--- src/rtl/shift_pkg.sv ---
// Shared op codes, FSM encoding and default widths for the iterative shifter.
// SHIFT_ROTATE_EN enables the ROR/ROL ops.
package shift_pkg;

  localparam int DATA_W_DEF = 32;
  localparam int AMT_W_DEF  = 5;

  localparam logic [2:0] OP_NOP  = 3'b000;
  localparam logic [2:0] OP_LOAD = 3'b001;
  localparam logic [2:0] OP_SLL  = 3'b010;
  localparam logic [2:0] OP_SRL  = 3'b011;
  localparam logic [2:0] OP_SRA  = 3'b100;
  localparam logic [2:0] OP_ROR  = 3'b101;
  localparam logic [2:0] OP_ROL  = 3'b110;
  localparam logic [2:0] OP_NOP7 = 3'b111;

  typedef enum logic [1:0] {
    ST_IDLE  = 2'd0,
    ST_SHIFT = 2'd1,
    ST_DONE  = 2'd2
  } state_t;

  // Ops that walk the counter; everything else completes in one cycle.
  function automatic logic is_step_op(input logic [2:0] op);
    logic r;
    r = (op == OP_SLL) || (op == OP_SRL) || (op == OP_SRA);
`ifdef SHIFT_ROTATE_EN
    r = r || (op == OP_ROR) || (op == OP_ROL);
`endif
    return r;
  endfunction

endpackage

--- src/rtl/shift_step.sv ---
// Combinational single-bit shift/rotate step.
// Rotate paths exist only with SHIFT_ROTATE_EN.
module shift_step
  import shift_pkg::*;
#(
  parameter int DATA_W = DATA_W_DEF
) (
  input  logic [2:0]        op,
  input  logic [DATA_W-1:0] d,
  output logic [DATA_W-1:0] d_next
);

  always_comb begin
    d_next = d;
    unique case (1'b1)
      (op == OP_SLL): d_next = {d[DATA_W-2:0], 1'b0};
      (op == OP_SRL): d_next = {1'b0, d[DATA_W-1:1]};
      (op == OP_SRA): d_next = {d[DATA_W-1], d[DATA_W-1:1]};
`ifdef SHIFT_ROTATE_EN
      (op == OP_ROR): d_next = {d[0], d[DATA_W-1:1]};
      (op == OP_ROL): d_next = {d[DATA_W-2:0], d[DATA_W-1]};
`endif
      default:        d_next = d;
    endcase
  end

endmodule

--- src/rtl/iterative_shifter.sv ---
// Iterative shifter: one bit per clock, start/done handshake.
// Define SHIFT_ROTATE_EN to enable ROR/ROL (otherwise they act as NOP).
module iterative_shifter
  import shift_pkg::*;
#(
  parameter int DATA_W = DATA_W_DEF,
  parameter int AMT_W  = AMT_W_DEF
) (
  input  logic              clk,
  input  logic              reset,
  input  logic              start,
  input  logic [2:0]        op,
  input  logic [AMT_W-1:0]  shamt_in,
  input  logic [DATA_W-1:0] data_in,
  output logic [DATA_W-1:0] data_out,
  output logic              busy,
  output logic              done
);

  state_t            state;
  logic [2:0]        op_q;
  logic [AMT_W-1:0]  cnt;
  logic [DATA_W-1:0] step;

  shift_step #(.DATA_W(DATA_W)) u_step (
    .op     (op_q),
    .d      (data_out),
    .d_next (step)
  );

  always_ff @(posedge clk) begin
    if (!reset) begin
      state    <= ST_IDLE;
      op_q     <= OP_NOP;
      cnt      <= '0;
      data_out <= '0;
      busy     <= 1'b0;
      done     <= 1'b0;
    end else begin
      case (state)
        ST_IDLE: begin
          if (start) begin
            op_q <= op;
            busy <= 1'b1;
            if (op == OP_LOAD)
              data_out <= data_in;
            if (is_step_op(op) && shamt_in != '0) begin
              cnt   <= shamt_in;
              state <= ST_SHIFT;
              done  <= 1'b0;
            end else begin
              state <= ST_DONE;
              done  <= 1'b1;
            end
          end
        end
        ST_SHIFT: begin
          data_out <= step;
          cnt      <= cnt - AMT_W'(1);
          if (cnt == AMT_W'(1)) begin
            state <= ST_DONE;
            done  <= 1'b1;
          end
        end
        ST_DONE: begin
          state <= ST_IDLE;
          busy  <= 1'b0;
          done  <= 1'b0;
        end
        default: begin
          state <= ST_IDLE;
          busy  <= 1'b0;
          done  <= 1'b0;
        end
      endcase
    end
  end

endmodule

--- config.mk ---
export PLATFORM = sky130hd
export DESIGN_NAME = iterative_shifter
export DESIGN_NICKNAME = d
export VERILOG_FILES = /design/src/rtl/shift_pkg.sv /design/src/rtl/shift_step.sv /design/src/rtl/iterative_shifter.sv
export SDC_FILE = /design/constraint.sdc
export NUM_CORES = 1
export LEC_CHECK = 0
export ABC_AREA = 1
export CORE_MARGIN = 2
export CORE_UTILIZATION = 40
export CTS_CLUSTER_DIAMETER = 120
export DETAILED_ROUTE_END_ITERATION = 7
export GPL_TIMING_DRIVEN = 0
export PLACE_DENSITY = 0.71
export REMOVE_ABC_BUFFERS = 1
export SLEW_MARGIN = 20
export SYNTH_ARGS = -nofsm -noshare
export SYNTH_HDL_FRONTEND = slang
export SYNTH_SLANG_ARGS = --single-unit
--- constraint.sdc ---
create_clock -name clk -period 1.75 [get_ports clk]
set_clock_uncertainty 0.05 [all_clocks]
set_input_delay 0.35 -clock clk [delete_from_list [all_inputs] [get_ports clk]]
set_output_delay 0.35 -clock clk [all_outputs]
set_load 0.1 [all_outputs]
==> impl_results.md <==
* Ant. Diodes at 0
* Max Slew Vio Count at 0
* Max-cap violations at 0
* Crit Path Class: reg2out
* Final Setup Violations at 0
* Leakage at between 1.5 and 2 nW
* Sequential element share of the synthesized area at 0.3112
* Cells after DPL at approximately 620
* Final hold violations at 0
* Die Span Y at between 80 and 90 um
* Startpoint class of the critical path: register
* Worst stage delay on the critical path at between 500 and 600 ps
* Total Wirelength at between 8000 and 9000 um
* Netlist cell types at 19
* DRT Pass-1 Iters at 4
* CTS tree: done
* Wire per inst at around 14 um
* Vias in the first global route at ~2.9k
* Worst Path Max Fanout at 4
* Antenna violations before repair at 0
* Initial DRC Count at roughly 230
* Final net count at about 600
* Worst Path Required at 1350 ps
* H-tree Lvls at 2
* Layout fillers at approximately 670
* Antenna viol nets, final at 0
* Hold path depth at 3
* R2R cell count at 8
* Finished Layout Cells at around 640
* Tot Pwr at about 0.0031 W
* Hpwl dp at between 4000 and 5000 um
* Yosys warning total at 0
* First-pass GRT wire length at 13,170 um
* Crit. End Element: output port
* Mean post-synth cell area at approximately 5.7 um2
* CP max stage cell: clkdlybuf4s15_2
* Port Buffers at 76
* Crit-path cells: clkdlybuf4s15_2
* Final Cycle Share at 0.9684
* Minimum clock period at between 1500 and 2000 ps
* CTS sink count at 43
* Core Rows at 30
* Worst Tran Pin Value at 564.5 ps
* Chip width at slightly below 90 um
* CTS Buf Count at 5
* Overall Global Routing Usage at 0.2137
* Worst Path Buf+Inv at 1
* Final core occ at 0.5800
* Mapped Area at ~0.0028 mm2
* Data arrival, critical path at roughly 1300 ps
* CTS clk-pin slew, worst paths at 90 ps
* VDD IR max at 0.0003689 V
* Post-synth top area cell: dfxtp_1
* DR vias/cell at 5.237
* Gate Count Post-Synth at 487
* Global route overflow at 0
* Largest net degree at the start of global routing at 40
* Layout cell share with drive strength beyond 1 at 0.1326
* Yosys top cell area share at 0.3112
* Delay-heaviest family, CP: buffers and inverters
* Power Dens Cells at about 800 mW/mm2
* Deepest clock path buffer count at 2
* Final worst slack at about 55 ps
* Via count at around 3.3k
* Place WS at -1262 ps
* Clock latency on the worst-skew pair at 300 ps
* Status: finished clean
* Root Buffer: clkbuf_8
* Area of the core at between 0.006 and 0.007 mm2
* Initial Utilization at 0.4094
* DRC viols at 0
* Worst slew margin at 0.6254
* Area delta synth->final at 41.66%
* Global placement routability congestion at between 0.7 and 0.8
* Commonest cells after routing, fill and taps aside: 154 x nand2_1, 80 x nor2_1, 70 x nand3_1
* Fmax at just under 0.6 GHz
* Die area at between 0.007 and 0.008 mm2
* Hold Path Class: in2reg
* IO Pins at just under 80
* WP depth at 1
* Flops & latches, synth at 43
* Top area cells in the synthesized netlist: dfxtp_1 31%, nand2_1 21%, nand3_1 13%
* Commonest non-fill, non-tap cell in the layout: nand2_1
-- routing by layer --
metal / vias to the layer above / share of wire / track usage
met1: 1499 / 0.44 / 0.2780
met4: 0 / 0.018 / 0.07133
met2: 138 / 0.48 / 0.3636
met5: - / 0 / 0
li1: 1687 / - / -
met3: 17 / 0.060 / 0.02938
-- worst paths after layout --
check                                               start                        end  slack (ps)
worst min register to register          busy$_SDFFE_PN0P_          busy$_SDFFE_PN0P_         430
worst max register to register       op_q[0]$_SDFFE_PN0P_  data_out[30]$_SDFFE_PN0P_         100
worst min-delay path                                reset  data_out[10]$_SDFFE_PN0P_         280
worst max-delay path            data_out[27]$_SDFFE_PN0P_               data_out[27]          60
-- Yosys cell counts --
master / number
nand2_1: 156
inv_2: 5
nand4_1: 1
buf_6: 3
dfxtp_1: 43
a21oi_1: 38
o21ai_0: 3
o211ai_2: 1
buf_2: 13
a21oi_2: 1
o2111ai_1: 1
nand3b_1: 2
nand3_1: 71
nor2_1: 81
ha_1: 2
nand2_2: 2
o21ai_1: 7
clkbuf_1: 14
inv_1: 43
-- layout make-up --
| cell class | count | area, um2 | share of cell area |
|---|---|---|---|
| tap | 80 | 100.1 | 0.02554 |
| inverter | 48 | 187.7 | 0.04789 |
| multi-input combinational | 372 | 1759 | 0.4489 |
| sequential | 43 | 864.6 | 0.2206 |
| clock inverter | 1 | 5.005 | 0.001277 |
| timing repair buffer | 87 | 925.9 | 0.2363 |
| clock buffer | 7 | 76.32 | 0.01948 |
-- sequential cells by signal, indices dropped and copies added (netlist names) --
signal / flops
busy: 1
cnt: 5
data_out: 32
done: 1
op_q: 3
state: 1
-- kinds of logic after synthesis --
logic type | count (synthesis) | synth area share
simple gates | 313 | 0.4622
buf+inv | 78 | 0.1199
compound gates | 51 | 0.09769
fa+ha+maj | 2 | 0.009044
flops | 43 | 0.3112
-- what timing repair did --
action / in CTS / in global routing
pin swaps: 3 / 5
setup endpoints to repair: 67 / 31
cloned: 2 / 4
setup buffers: 4 / 5
resized for setup: 115 / 8
hold buffers: 0 / 0
-- power by group --
group	switching, W	internal, W	total [W]
Combinational	0.000928	0.000386	0.00131
Clock	0.000354	0.000281	0.000635
Sequential	0.000106	0.00107	0.00117
-- per-stage QoR --
stage / TNS (ps) / cell area, um2 / hold slack (ps)
after floorplan: -48540 / 2615 / 401.6
after global placement: -68730 / 3476 / 410.8
after detailed placement: -44940 / 3545 / 416.0
after CTS: 0 / 3790 / 274.2
after global routing: -17.33 / 3919 / 298.7
final: 0 / 3919 / 275.7
Note: power is estimated with default switching activity, not from simulation.
